`src/rtl/ps2_key_decoder.sv`:
```
// PS/2 scan code set 2 decoder: turns received bytes into make/break key events
// with US-layout ASCII translation and shift/caps-lock tracking.
module ps2_key_decoder #(
    parameter int TIMEOUT_CYC = 2_500_000,
    parameter int TMO_W       = 22
) (
    input  logic       clk,
    input  logic       rstn,
    input  logic       ps2_done,
    input  logic [7:0] ps2_data,
    output logic       key_valid,
    output logic [7:0] key_code,
    output logic       key_ext,
    output logic       key_release,
    output logic [7:0] key_ascii,
    output logic       shift_on,
    output logic       caps_lock
);

    localparam logic [7:0] SC_EXT    = 8'hE0;
    localparam logic [7:0] SC_BRK    = 8'hF0;
    localparam logic [7:0] SC_PAUSE  = 8'hE1;
    localparam logic [7:0] SC_LSHIFT = 8'h12;
    localparam logic [7:0] SC_RSHIFT = 8'h59;
    localparam logic [7:0] SC_CAPS   = 8'h58;

    localparam logic [TMO_W-1:0] TMO_LAST  = TMO_W'(TIMEOUT_CYC - 1);
    localparam logic [TMO_W-1:0] TMO_ONE   = TMO_W'(1);
    localparam logic [2:0]       PAUSE_LEN = 3'd7;

    typedef enum logic [2:0] {
        S_IDLE,
        S_E0,
        S_F0,
        S_E0F0,
        S_PAUSE
    } state_t;

    state_t           state, state_nxt;
    logic [2:0]       skip_cnt, skip_nxt;
    logic [TMO_W-1:0] tmo_cnt;
    logic             tmo_hit;

    logic             ev_fire;
    logic [7:0]       ev_code;
    logic             ev_ext;
    logic             ev_rel;

    logic             lshift_held;
    logic             rshift_held;
    logic             caps_held;

    // Lowercase letter for a letter scan code, 0x00 for anything else.
    function automatic logic [7:0] letter_of(input logic [7:0] code);
        logic [7:0] l;
        l = 8'h00;
        case (code)
            8'h1C: l = "a";
            8'h32: l = "b";
            8'h21: l = "c";
            8'h23: l = "d";
            8'h24: l = "e";
            8'h2B: l = "f";
            8'h34: l = "g";
            8'h33: l = "h";
            8'h43: l = "i";
            8'h3B: l = "j";
            8'h42: l = "k";
            8'h4B: l = "l";
            8'h3A: l = "m";
            8'h31: l = "n";
            8'h44: l = "o";
            8'h4D: l = "p";
            8'h15: l = "q";
            8'h2D: l = "r";
            8'h1B: l = "s";
            8'h2C: l = "t";
            8'h3C: l = "u";
            8'h2A: l = "v";
            8'h1D: l = "w";
            8'h22: l = "x";
            8'h35: l = "y";
            8'h1A: l = "z";
            default: l = 8'h00;
        endcase
        return l;
    endfunction

    // Non-letter make codes: digits (shift selects the symbol row) and control keys.
    function automatic logic [7:0] other_of(input logic [7:0] code, input logic shift);
        logic [7:0] a;
        a = 8'h00;
        case (code)
            8'h45: a = shift ? ")" : "0";
            8'h16: a = shift ? "!" : "1";
            8'h1E: a = shift ? "@" : "2";
            8'h26: a = shift ? "#" : "3";
            8'h25: a = shift ? "$" : "4";
            8'h2E: a = shift ? "%" : "5";
            8'h36: a = shift ? "^" : "6";
            8'h3D: a = shift ? "&" : "7";
            8'h3E: a = shift ? "*" : "8";
            8'h46: a = shift ? "(" : "9";
            8'h29: a = 8'h20;
            8'h5A: a = 8'h0D;
            8'h66: a = 8'h08;
            8'h0D: a = 8'h09;
            8'h76: a = 8'h1B;
            default: a = 8'h00;
        endcase
        return a;
    endfunction

    function automatic logic [7:0] scan_to_ascii(input logic [7:0] code, input logic shift,
                                                 input logic caps);
        logic [7:0] l;
        l = letter_of(code);
        if (l == 8'h00) return other_of(code, shift);
        return (shift ^ caps) ? (l - 8'h20) : l;
    endfunction

    assign tmo_hit  = (state != S_IDLE) && (tmo_cnt == TMO_LAST);
    assign shift_on = lshift_held | rshift_held;

    // NOTE: state registers use non-blocking assignments so every flop samples pre-edge values.
    always_ff @(posedge clk or negedge rstn) begin
        if (!rstn) begin
            state    <= S_IDLE;
            skip_cnt <= 3'd0;
        end else begin
            state    <= state_nxt;
            skip_cnt <= skip_nxt;
        end
    end

    // A received byte takes priority over a coincident timeout.
    always_ff @(posedge clk or negedge rstn) begin
        if (!rstn) begin
            tmo_cnt <= '0;
        end else if (ps2_done || state == S_IDLE || tmo_hit) begin
            tmo_cnt <= '0;
        end else begin
            tmo_cnt <= tmo_cnt + TMO_ONE;
        end
    end

    // NOTE: every output of this block gets a default first, so no path can infer a latch.
    always_comb begin
        state_nxt = state;
        skip_nxt  = skip_cnt;
        ev_fire   = 1'b0;
        ev_code   = ps2_data;
        ev_ext    = 1'b0;
        ev_rel    = 1'b0;

        if (ps2_done) begin
            case (state)
                S_IDLE: begin
                    case (ps2_data)
                        SC_EXT:   state_nxt = S_E0;
                        SC_BRK:   state_nxt = S_F0;
                        SC_PAUSE: begin
                            state_nxt = S_PAUSE;
                            skip_nxt  = PAUSE_LEN;
                        end
                        8'hFA, 8'hAA, 8'hEE, 8'hFE, 8'h00, 8'hFF: state_nxt = S_IDLE;
                        default:  ev_fire = 1'b1;
                    endcase
                end
                S_E0: begin
                    if (ps2_data == SC_BRK) begin
                        state_nxt = S_E0F0;
                    end else if (ps2_data == SC_EXT) begin
                        state_nxt = S_E0;
                    end else begin
                        state_nxt = S_IDLE;
                        // E0 12 / E0 59 are fake shifts around nav keys.
                        if (ps2_data != SC_LSHIFT && ps2_data != SC_RSHIFT) begin
                            ev_fire = 1'b1;
                            ev_ext  = 1'b1;
                        end
                    end
                end
                S_F0: begin
                    state_nxt = S_IDLE;
                    ev_fire   = 1'b1;
                    ev_rel    = 1'b1;
                end
                S_E0F0: begin
                    state_nxt = S_IDLE;
                    if (ps2_data != SC_LSHIFT && ps2_data != SC_RSHIFT) begin
                        ev_fire = 1'b1;
                        ev_ext  = 1'b1;
                        ev_rel  = 1'b1;
                    end
                end
                S_PAUSE: begin
                    skip_nxt = skip_cnt - 3'd1;
                    if (skip_cnt == 3'd1) begin
                        state_nxt = S_IDLE;
                        ev_fire   = 1'b1;
                        ev_code   = SC_PAUSE;
                        ev_ext    = 1'b1;
                    end
                end
                default: state_nxt = S_IDLE;
            endcase
        end else if (tmo_hit) begin
            state_nxt = S_IDLE;
        end
    end

    // Event bus and modifiers update together; ASCII uses the modifier state before the event.
    always_ff @(posedge clk or negedge rstn) begin
        if (!rstn) begin
            key_valid   <= 1'b0;
            key_code    <= 8'h00;
            key_ext     <= 1'b0;
            key_release <= 1'b0;
            key_ascii   <= 8'h00;
            lshift_held <= 1'b0;
            rshift_held <= 1'b0;
            caps_held   <= 1'b0;
            caps_lock   <= 1'b0;
        end else begin
            key_valid <= ev_fire;
            if (ev_fire) begin
                key_code    <= ev_code;
                key_ext     <= ev_ext;
                key_release <= ev_rel;
                key_ascii   <= (!ev_ext && !ev_rel) ?
                               scan_to_ascii(ev_code, shift_on, caps_lock) : 8'h00;
                if (!ev_ext) begin
                    case (ev_code)
                        SC_LSHIFT: lshift_held <= !ev_rel;
                        SC_RSHIFT: rshift_held <= !ev_rel;
                        SC_CAPS: begin
                            // caps_held blocks typematic repeats from re-toggling.
                            if (!ev_rel && !caps_held) caps_lock <= !caps_lock;
                            caps_held <= !ev_rel;
                        end
                        default: ;
                    endcase
                end
            end
        end
    end

endmodule

```
`config.mk`:
```
export PLATFORM = sky130hd
export DESIGN_NAME = ps2_key_decoder
export DESIGN_NICKNAME = d
export VERILOG_FILES = /design/src/rtl/ps2_key_decoder.sv
export SDC_FILE = /design/constraint.sdc
export NUM_CORES = 1
export LEC_CHECK = 0
export BUFFER_PORTS_ARGS = -buffer_cell sky130_fd_sc_hd__clkbuf_2
export CAP_MARGIN = 20
export CORE_UTILIZATION = 30
export CTS_CLUSTER_DIAMETER = 100
export CTS_CLUSTER_SIZE = 30
export DETAILED_ROUTE_END_ITERATION = 10
export HOLD_SLACK_MARGIN = 0.12
export SYNTH_ARGS = -nofsm -noshare
export SYNTH_HDL_FRONTEND = slang
export SYNTH_SLANG_ARGS = --single-unit
```
`constraint.sdc`:
```
create_clock -name clk -period 3.21 [get_ports clk]
set_clock_uncertainty 0.1 [all_clocks]
set_input_delay 0.4815 -clock clk [delete_from_list [all_inputs] [get_ports clk]]
set_output_delay 0.4815 -clock clk [all_outputs]
set_load 0.01 [all_outputs]
```
## Yosys cells after proc, flatten, opt, wreduce, memory -nomap -nowiden

Memory sizes are Yosys's and may differ from the RTL's.
Cells that the tools add are included.
Widths: inputs -> output; s select.

| operators by class | value |
|---|---|
| div/mod/pow operators | 0 |
| $mul | 0 |
| mux-type cells | 43 |
| reduce and logical (&&, ||, !) cells | 24 |
| equal/unequal tests | 37 |
| add/subtract/negate cells | 3 |
| $lt $le $gt $ge | 0 |
| shift-type cells | 0 |
| bitwise operators | 3 |

Operators by type and width:

| kind | count |
|---|---|
| $pmux 7 s15 | 1 |
| $mux 8 | 9 |
| $eq 8x8->1 const B | 8 |
| $eq 8x6->1 const B | 7 |
| $eq 8x7->1 const B | 7 |
| $mux 5 | 8 |
| $eq 8x5->1 const B | 3 |
| $add 22x1->22 const B | 1 |
| $eq 22x22->1 const B | 1 |
| $mux 22 | 1 |
| $logic_not 8->1 | 2 |
| $reduce_and 3->1 | 5 |
| $mux 7 | 2 |
| $mux 3 | 4 |
| $pmux 3 s4 | 1 |
| $mux 1 | 11 |
| $pmux 3 s3 | 1 |
| $reduce_or 9->1 | 1 |
| $eq 8x4->1 const B | 1 |
| $ne 8x5->1 const B | 1 |
| $ne 8x7->1 const B | 1 |
| $sub 8x6->8 const B | 1 |
| $eq 3x1->1 const B | 2 |
| $eq 3x2->1 const B | 2 |
| other kinds (21) | 29 |

| storage, ports and cells | value |
|---|---|
| output and inout port bits | 21 |
| memories | 1 |
| RAM bits | 0 |
| register bits | 51 |
| bits in read-only memories | 896 |
| word-level logic and storage cells | 123 |
| latch bits | 0 |

Memory list:

| name | words | bits a word | rd ports | clocked after memory_dff | write ports | line | RTL |
|---|---|---|---|---|---|---|---|
| (name not given) | 128 | 7 | 1 | 0 | 0 | 57 | `case (code)` |

## Logic depth before layout (Yosys ltp)

Gate-level depths: netlist of run 1.

| depth | value |
|---|---|
| depth after elaboration | 13 |
| mapped depth | 16 |
| depth with buffers taken out | 14 |

## Worst setup path after synthesis of run 1

Ideal clock, no wire load.

| timing path | value |
|---|---|
| path type | register -> register |
| from | reg state[1] |
| to | reg key_ascii[5] |
| arrival | 3.262 ns |
| cell stages (with the launch flop) | 15 |
| clock period less this slack | 3.484 ns |
| data required time | 2.988 ns |
| slack | -0.274 ns |
| cell sequence | dfrtp_1 > buf_6 > or3b_4 > nor3_4 > nor2_1 > inv_1 > ha_1 > clkbuf_1 > nand2_1 > a21o_1 > a221oi_1 > o21ai_0 > and2_1 > a21bo_2 > a32o_1 |

| on the way | value |
|---|---|
| cells in the longest elaborated chain, start to end | 11 |
| elaborated cells between the ends (all ways) | 43 |
| classes of those cells | 1 x add/sub; 19 x eq/ne; 17 x mux; 5 x reduce/logical; 1 x memory |

RTL lines:

| item | line | RTL |
|---|---|---|
| from (decl) | 39 | `state_t state, state_nxt;` |
| from (signal assigned) | 131 | `state <= state_nxt;` |
| parallel branches: the longest is 11 deep, another holds $sub 8x6->8 | -- |  |
| to (signal assigned) | 231 | `key_ascii <= (!ev_ext && !ev_rel) ?` |
| to (decl) | 15 | `output logic [7:0] key_ascii,` |

Several ways; the timed one is not identified. The select of a mux whose other input is x is not followed.
A chain may end at the register's enable or synchronous reset.

## Worst setup path after layout of run 1

| timing path | value |
|---|---|
| from | reg skip_cnt[0] |
| to | reg key_ascii[2] |

| on the way | value |
|---|---|
| cells in the longest elaborated chain, start to end | 12 |
| elaborated cells between the ends (all ways) | 38 |
| classes of those cells | 1 x add/sub; 16 x eq/ne; 17 x mux; 3 x reduce/logical; 1 x memory |

RTL lines:

| item | line | RTL |
|---|---|---|
| from (decl) | 40 | `logic [2:0] skip_cnt, skip_nxt;` |
| from (signal assigned) | 132 | `skip_cnt <= skip_nxt;` |
| $eq 3x1->1 (*) | 199 | `if (skip_cnt == 3'd1) begin` |
| parallel branches: the longest is 11 deep, another holds $sub 8x6->8 | -- |  |

Every way passes the cells marked *. The select of a mux whose other input is x is not followed.

==> out/metrics.yaml, run 1 <==
yosys:
  ys_types: 71
  async_flop_share_pct: 100
  synth_top_cell_by_area: "dfrtp_1"
  netlist.area_leader.share_pct: 34.0
  synth_warnings: 0
  synth_edf_count: 0
  synth.yosys.seq_area_share_pct: 34.0
  syn_nets: 473
  synth.most_common_cell: "dfrtp_1"
  synth.area.top_cells: "dfrtp_1 34%, nand2_1 4.3%, nor2_1 4.3%"
  ys_seq_elements: 51
  yosys-top-cells-count: "51 x dfrtp_1, 43 x nand2_1, 43 x nor2_1"
  syn_area_per_cell_um2: 8.31
  ys.flop_type: "dfrtp_1"
  syn_area_mm2: 0.00376
  synthCells: 452
sta:
  rsz0062_at_grt: "true"
  finalCriticalPeriod_ps: 3130
  fmax_mhz: 319
  setup_viol: 0
  worstMarginPinSlew_ps: 958
  finalMaxSlewViolations: 0
  maxSlewHeadroom_pct: 36.1
  final_hold_viol_count: 0
  period_share_pct: 97.6
finish:
  finalNetCount: 525
  syn_to_final_growth_pct: 23.6
  fin_area_mm2: 0.00464
  drive_gt1_share_pct: 25.7
  diodes: 0
  finalNonFillerCells: 673
drt:
  wl_per_cell_um: 16.3
  drtPass1Iterations: 5
  wl_um: 11000
  viasPerCell: 5.51
  drt_iter0_markers: 479
  drc_errors: 0
  ant_nets: 0
  via_count: 3709
clock_tree:
  cts_buffer_depth: 2
  holdBufCountCts: 0
  cts.sinks: 51
  cts_buffers: 5
  clkLatencyLatePin_ps: 300
  cts_root_buf: "clkbuf_16"
  htreeDepth: 2
  path_clk_slew_ps: 70
  cts_tree: "yes"
floorplanning:
  io_pins: 32
  core_area_mm2: 0.0121
  row_count: 40
  die_h_um: 114
  die_w_um: 114
  initial_core_util_pct: 31.0
  dieArea_mm2: 0.0130
setup_path:
  crit_type: "register to register"
  crit_required_ps: 3310
  cp_max_fo: 5
  start_kind: "register"
  critPathArrivalTime_ps: 3240
  cp-end-kind: "register"
power_and_ir_drop:
  p_leak_nw: 1.94
  power.density_mw_per_mm2: 483
  ir_drop_mv: 0.200
global_route:
  grt_max_degree: 44
  overflow: 0
  antenna_found_initial: 0
  grt_pass1_wl_um: 17700
  track_usage_pct: 17.0
  grt_pass1_vias: 3467
placement:
  dp.cells: 662
  place_congestion: 0.947
  io_buffers: 31
  dpl_cell_area_mm2: 0.00436
  hpwl_um: 8050
status:
  outcome: "completed"
min_path:
  hp-class: "input port to async pin"
flow_run:
  drv_cap: 0
cells by family (layout without fill, tap and decap cells):
| group | Yosys count | count (layout) | share of synthesized area, % |
|---|---|---|---|
| buffers and inverters | 47 | 100 | 5.10 |
| adders and majority gates | 10 | 10 | 3.33 |
| DFF | 51 | 51 | 34.0 |
| AOI/OAI and AO/OA | 111 | 111 | 20.5 |
| xor gates and xnor gates | 22 | 22 | 5.13 |
| muxes | 9 | 9 | 2.63 |
| and+or+nand+nor | 202 | 202 | 29.4 |
sequential cells by signal, summed over array words and instances (netlist names):
signal	count
caps_lock	1
state	3
key_code	8
tmo_cnt	22
caps_held	1
skip_cnt	3
lshift_held	1
rshift_held	1
key_valid	1
key_release	1
key_ext	1
key_ascii	8
cell type report:
class,count,area (um^2)
clock buffer,5,125
tap,168,210
fill,1263,7470
sequential,51,1280
clock inverter,3,46.3
multi-input combinational,354,2410
inverter,18,67.6
timing repair buffer,74,503
worst paths after layout:
kind,slack (ps),startpoint,to,cells past startpoint
setup / recovery,80,skip_cnt[0],key_ascii[2],12
hold reg to reg,380,key_code[2],key_code[2],2
setup reg to reg,80,skip_cnt[0],key_ascii[2],12
max in group asynchronous,2030,rstn,key_ascii[5],2
hold / removal,230,rstn,tmo_cnt[5],1
min in group clk,380,key_code[2],key_code[2],2
placed cells by master, fill, tap and decap left out, drive strengths merged, types with 7 or more instances in the layout:
cell type,netlist,layout
nand3,24,24
nand2,44,44
nor2,44,44
ha,10,10
mux2,7,7
inv,18,19
nand4,13,13
clkbuf,21,36
nor3,15,15
buf,8,43
xnor2,9,9
o21ai,26,26
a21oi,22,22
a22oi,8,8
nand2b,9,9
dfrtp,51,51
a31oi,7,7
xor2,13,13
repair_timing:
item / 4_1_cts / 5_1_grt
resized for setup: 0 / 23
setup buffers: 0 / 3
setup endpoints to repair: 0 / 8
power breakdown:
group | internal, mW | switching, mW
logic | 0.322 | 0.471
registers | 0.757 | 0.0769
clock network | 0.371 | 0.246
total | 1.45 | 0.794
through the flow:
step	util [%]	setup slack (ps)	TNS, ps	hold slack [ps]	power, mW
6_report	38.3	77.0	0	226	2.24
5_1_grt	38.3	-68.8	-255	306	2.38
4_1_cts	37.4	54.6	0	264	2.22
3_5_place_dp	36.0	59.3	0	373	1.60
3_3_place_gp	36.0	73.8	0	363	1.58
2_1_floorplan	-	-43.1	-77.4	85.9	1.31
layer usage:
metal,routed length (um),vias to the layer above,GRT usage [%]
li1,-,1757,-
met2,4880,157,25.7
met1,5090,1779,24.5
met5,0,-,0
met3,773,16,2.66
met4,238,0,6.23
critical path, stage by stage, from the launching register on:
cell     delay [ps]
dfrtp_1         420
ha_4            180
and3b_2         220
nand2_2          90
nand2_2          80
ha_4            200
mux2_4          280
a31oi_1         180
a31oi_1          70
o311a_1         410
nor4b_4         350
nand2_2         180
o31ai_4         280
No activity file was read; power rests on OpenSTA's default activity.
==> run 2, diff against run 1 <==
--- a/config.mk
+++ b/config.mk
@@ -7,6 +7,7 @@
 export LEC_CHECK = 0
 export BUFFER_PORTS_ARGS = -buffer_cell sky130_fd_sc_hd__clkbuf_2
 export CAP_MARGIN = 20
+export CORE_MARGIN = 5
 export CORE_UTILIZATION = 30
 export CTS_CLUSTER_DIAMETER = 100
 export CTS_CLUSTER_SIZE = 30
==> out/metrics.yaml, run 2 (synthesized netlist as in run 1, its figures left out) <==
sta:
  fmax_mhz: 327  # +2.3%
  tns_ps: 0  # unchanged
  finalMaxSlewViolations: 0  # unchanged
  worstMarginPinSlew_ps: 746  # -212 ps
  final_hold_viol_count: 0  # unchanged
  hold_slack_ps: 376  # +150 ps
  worst_slack_ps: 148  # +70.7 ps
  maxSlewHeadroom_pct: 50.3  # +14 points
  setup_viol: 0  # unchanged
  period_share_pct: 95.4  # -2.2 points
  finalCriticalPeriod_ps: 3060  # -70.7 ps
global_route:
  grtUsageMet2_pct: 22.8  # -2.9 points
  met1_usage_pct: 21.7  # -2.8 points
  grt_pass1_vias: 3619  # +4.4%
  overflow: 0  # unchanged
  gr-max-usage-layer: "met2"
  grt_max_degree: 39  # -11%
  use_met3_pct: 3.44  # +0.78 points
  grt_pass1_wl_um: 18400  # +4.3%
  antenna_found_initial: 0  # unchanged
  track_usage_pct: 15.2  # -1.8 points
setup_path:
  cp_slowest_cell: "dfrtp_1"
  path_cells: "ha_1 > and3b_1 > buf_4 > a21oi_2 > ha_1 > mux2_2 > o221ai_2 > a32oi_2 > ha_1 > a21bo_2 > a32o_1"
  crit-reg2reg-launch: "skip_cnt[0]"
  cpLargestDelayFamily: "compound AO/OA/AOI/OAI gates"
  critPathBufInv: 1  # +1
  regToRegEndpoint: "key_ascii[5]"
  start_kind: "register"
  r2r_slack_ps: 150  # +70 ps
  critPathArrivalTime_ps: 3140  # -100 ps
  crit_required_ps: 3290  # -20 ps
  reg2regPathDepth: 11  # -1
  cp_max_fo: 6  # +1
  crit_cells: 11  # -1
  cp-end-kind: "register"
  critPathCapture: "key_ascii[5]"
  crit_path_start: "skip_cnt[0]"
  max_stage_delay_ps: 380  # -40 ps
  path_common_cell: "ha_1"
  crit_type: "register to register"
placement:
  dp_slack_ps: 44.9  # -14.5 ps
  dpl_cell_area_mm2: 0.00438  # +0.46%
  place_congestion: 1.04  # +10%
  io_buffers: 31  # unchanged
  dp.cells: 668  # +0.91%
  hpwl_um: 8460  # +5.0%
power_and_ir_drop:
  power.density_mw_per_mm2: 470  # -2.7%
  ir_drop_mv: 0.205  # +2.3%
  pwr-share-seq_pct: 37.8  # +0.6 points
  p_total_mw: 2.18  # -3.0%
  switching_share_pct: 35.3  # -0.14 points
  intPower_mw: 1.41  # -2.8%
  p_leak_nw: 1.97  # +1.5%
  p_sw_uw: 767  # -3.4%
  power_frac_clock_pct: 25.9  # -1.6 points
  combPwrFrac_pct: 36.3  # +1.0 points
finish:
  fillCellCount: 1243  # -1.6%
  reg_top3: "tmo_cnt (22), key_ascii (8), key_code (8)"
  syn_to_final_growth_pct: 23.2
  final_cell_mix: "51 x dfrtp_1, 51 x buf_4, 42 x nor2_1"
  finalCoreUtilization_pct: 38.1  # -0.28 points
  largest_reg_flops: 22  # unchanged
  drive_gt1_share_pct: 25.2  # -0.50 points
  regMostFlops: "tmo_cnt"
  finalNonFillerCells: 683  # +1.5%
  fin_area_mm2: 0.00463  # -0.32%
  finalNetCount: 535  # +1.9%
  diodes: 0  # unchanged
floorplanning:
  io_pins: 32  # unchanged
  initial_core_util_pct: 30.9  # -0.13 points
  die_w_um: 122  # +7.0%
  die_h_um: 122  # +7.0%
  dieArea_mm2: 0.0149  # +15%
  row_count: 40  # unchanged
  core_area_mm2: 0.0122  # +0.41%
min_path:
  hp-class: "register to register"
clock_tree:
  path_clk_slew_ps: 70  # about the same
  cts_buffer_depth: 2  # unchanged
  clkLatencyLatePin_ps: 290  # about the same
  cts.sinks: 51  # unchanged
  cts_tree: "yes"
  htreeDepth: 2  # unchanged
  cts_root_buf: "clkbuf_16"
  cts_buffers: 5  # unchanged
flow_run:
  drv_cap: 0  # unchanged
drt:
  drt_iter0_markers: 359  # -25%
  wl_um: 11000  # +0.38%
  drc_errors: 0  # unchanged
  wl_per_cell_um: 16.2  # -1.1%
  drtPass1Iterations: 5  # unchanged
  viasPerCell: 5.52  # +0.18%
  ant_nets: 0  # unchanged
  via_count: 3771  # +1.7%
status:
  outcome: "completed"
[run 2: cell count changes in the layout (fill, tap and decap cells not counted), sizes merged]
cell / before / now
inv: 19 / 18
dlygate4sd3: 0 / 1
bufinv: 1 / 0
buf: 43 / 52
clkbuf: 36 / 38
[run 2: repair_timing]
| item | in CTS | in global routing |
|---|---|---|
| buffers inserted | 0 | 5 |
| endpoints found under the hold margin | 0 | 6 |
| gates resized for setup | 0 | 8 |
| endpoints found under the setup margin | 0 | 8 |
| hold buffers | 0 | 1 |
[run 2: worst min-delay path by stage]
stage / start / end / slack, ps / depth (start not counted)
2_1_floorplan: rstn / caps_held / 90 / 0
3_3_place_gp: key_release / key_release / 360 / 2
3_5_place_dp: key_release / key_release / 370 / 2
4_1_cts: rstn / tmo_cnt[10] / 260 / 1
5_1_grt: key_code[0] / key_code[0] / 400 / 2
6_report: key_release / key_release / 380 / 2
[run 2: power by group through the flow]
stage                     Sequential, mW  Combinational [mW]  Clock, mW
after floorplan                    0.869               0.445          0
after global placement             0.830               0.767          0
after detailed placement           0.835               0.773          0
after CTS                          0.823               0.776      0.578
after global routing               0.837               0.873      0.602
final                              0.822               0.789      0.564
[run 2: per-layer routing]
layer	vias up	wire length (um)
met5	-	0
met4	0	257
met3	23	937
met2	163	4850
met1	1810	4990
li1	1775	-
[run 2: worst register-to-register path, stage by stage (launching register included)]
cell	delay, ps
dfrtp_1	380
ha_1	210
and3b_1	180
buf_4	170
a21oi_2	230
ha_1	300
mux2_2	290
o221ai_2	170
a32oi_2	170
ha_1	310
a21bo_2	210
a32o_1	250
[run 2: cell type report]
cell class                 count  area, um^2  area share, %
clock inverter                 1        7.51          0.162
multi-input combinational    354        2350           50.7
tap                          168         210           4.54
clock buffer                   7         153           3.30
timing repair buffer          84         568           12.3
inverter                      18        67.6           1.46
sequential                    51        1280           27.6
==> run 3, diff against run 2 <==
--- a/config.mk
+++ b/config.mk
@@ -8,10 +8,11 @@
 export BUFFER_PORTS_ARGS = -buffer_cell sky130_fd_sc_hd__clkbuf_2
 export CAP_MARGIN = 20
 export CORE_MARGIN = 5
-export CORE_UTILIZATION = 30
+export CORE_UTILIZATION = 40
 export CTS_CLUSTER_DIAMETER = 100
 export CTS_CLUSTER_SIZE = 30
 export DETAILED_ROUTE_END_ITERATION = 10
+export GPL_TIMING_DRIVEN = 0
 export HOLD_SLACK_MARGIN = 0.12
 export SYNTH_ARGS = -nofsm -noshare
 export SYNTH_HDL_FRONTEND = slang
==> out/metrics.yaml, run 3 (synthesized netlist as in run 1, its figures left out) <==
status:
  outcome: "finished with violations"
  violations: "negative setup slack"
sta:
  hold_slack_ps: 389  # +12.6 ps
  finalMaxSlewViolations: 0  # unchanged
  setup_viol: 2  # +2
  worstMarginPinSlew_ps: 948  # +203 ps
  finalCriticalPeriod_ps: 3230  # +166 ps
  fmax_mhz: 310  # -5.1%
  rsz0062_at_grt: "true"
  maxSlewHeadroom_pct: 36.2  # -14 points
  final_hold_viol_count: 0  # unchanged
  tns_ps: -21.5  # -21.5 ps
  worst_slack_ps: -17.9  # -166 ps
  period_share_pct: 101  # +5.2 points
drt:
  highest_layer: "met4"
  wl_met3_um: 696  # -26%
  ant_nets: 0  # unchanged
  drt_iter0_markers: 397  # +11%
  viasPerCell: 6.04  # +9.4%
  drtPass1Iterations: 5  # unchanged
  drc_errors: 0  # unchanged
  via_count: 3758  # -0.34%
  wl_um: 11300  # +2.9%
  drt-met1-wl_um: 5560  # +11%
  met2WireLength_um: 4910  # +1.4%
  wl_per_cell_um: 18.2  # +13%
floorplanning:
  row_count: 35  # -13%
  core_area_mm2: 0.00920  # -24%
  io_pins: 32  # unchanged
  dieArea_mm2: 0.0114  # -23%
  die_h_um: 107  # -12%
  die_w_um: 107  # -12%
  initial_core_util_pct: 40.8  # +10 points
clock_tree:
  path_clk_slew_ps: 100  # +30 ps
  cts_buffers: 5  # unchanged
  cts_tree: "yes"
  htreeDepth: 2  # unchanged
  cts.sinks: 51  # unchanged
  cts_buffer_depth: 2  # unchanged
  clkLatencyLatePin_ps: 300  # about the same
  cts_root_buf: "clkbuf_8"
setup_path:
  cp_slowest_cell: "o311a_1"
  critPathArrivalTime_ps: 3320  # +180 ps
  crit_required_ps: 3310  # +20 ps
  max_stage_delay_ps: 420  # +40 ps
  path_cells: "clkbuf_2 > clkbuf_1 > buf_2 > nand2_8 > ha_4 > mux2_4 > a31oi_4 > a31oi_1 > o311a_1 > nor4b_4 > buf_4 > nand2_2 > a32o_1"
  cp-end-kind: "register"
  cp_max_fo: 10  # +4
  crit_type: "input port to register"
  start_kind: "input port"
finish:
  final_cell_mix: "51 x dfrtp_1, 42 x nor2_1, 41 x nand2_1"
  final_common_cell: "dfrtp_1"
  syn_to_final_growth_pct: 22.0
  diodes: 0  # unchanged
  drive_gt1_share_pct: 24.3  # -0.98 points
  reg_top3: "tmo_cnt (22), key_ascii (8), key_code (8)"
  fin_area_mm2: 0.00458  # -1.0%
  largest_reg_flops: 22  # unchanged
  regMostFlops: "tmo_cnt"
  finalNetCount: 531  # -0.75%
global_route:
  antenna_found_initial: 0  # unchanged
  grt_pass1_vias: 3516  # -2.8%
  grt_pass1_wl_um: 18300  # -0.71%
  grt_max_degree: 33  # -15%
  overflow: 0  # unchanged
  track_usage_pct: 19.8  # +4.5 points
placement:
  hpwl_um: 8260  # -2.3%
  place_congestion: 0.949  # -8.9%
  dpl_cell_area_mm2: 0.00412  # -5.9%
  dp_slack_ps: -736  # -781 ps
  io_buffers: 29  # -6.5%
power_and_ir_drop:
  ir_drop_mv: 0.189  # -7.6%
  power.density_mw_per_mm2: 444  # -5.5%
  p_leak_nw: 1.91  # -3.3%
flow_run:
  drv_cap: 0  # unchanged
min_path:
  hp-class: "register to register"
==> run 3: area by class of cell <==
cell class                      count  area [um^2]
Tap cell                          111          139
Fill cell                         877         4620
Timing Repair Buffer               52          333
Clock buffer                        6         82.6
Buffer                             28          160
Inverter                           18         67.6
Clock inverter                      2         16.3
Multi-Input combinational cell    354         2510
Sequential cell                    51         1280
==> run 3: worst paths after layout <==
check	startpoint	end	slack, ps	depth (start not counted)
max	ps2_data[1]	key_ascii[7]	-20	13
min	key_release	key_release	390	2
max reg2reg	skip_cnt[0]	key_ascii[7]	-10	13
min reg2reg	key_release	key_release	390	2
max in group asynchronous	rstn	key_ascii[0]	1870	3
min in group asynchronous	rstn	tmo_cnt[13]	590	2
==> run 3: worst max-delay path: cells and delay by family <==
kind | cells | cell delay [ps]
buffers and inverters | 4 | 960
AOI/OAI and AO/OA | 4 | 890
and+or+nand+nor | 3 | 480
muxes | 1 | 290
adders and majority gates | 1 | 200
==> run 3: per-stage QoR <==
step,util [%],instances,total power [mW]
2_1_floorplan,-,452,1.31
3_3_place_gp,44.6,592,1.56
3_5_place_dp,44.8,593,1.58
4_1_cts,48.1,616,2.02
5_1_grt,49.8,622,2.17
6_report,49.8,622,2.03
==> run 3: where the power goes <==
group,total (mW),switching [mW],internal (mW)
logic,0.812,0.497,0.315
registers,0.821,0.0660,0.755
clock network,0.402,0.225,0.177
total,2.03,0.788,1.25
==> run 3: per-layer routing <==
layer	vias to the layer above	GRT usage, %
met4	0	5.66
met5	-	0
li1	1771	-
met3	20	2.59
met2	170	28.9
met1	1797	30.3
==> run 3: timing repair <==
action | in CTS | in global routing
hold buffers | 1 | 0
setup buffers | 15 | 6
endpoints found under the setup margin | 8 | 8
endpoints found under the hold margin | 19 | 0
gates resized for setup | 18 | 20
pin swaps | 11 | 9
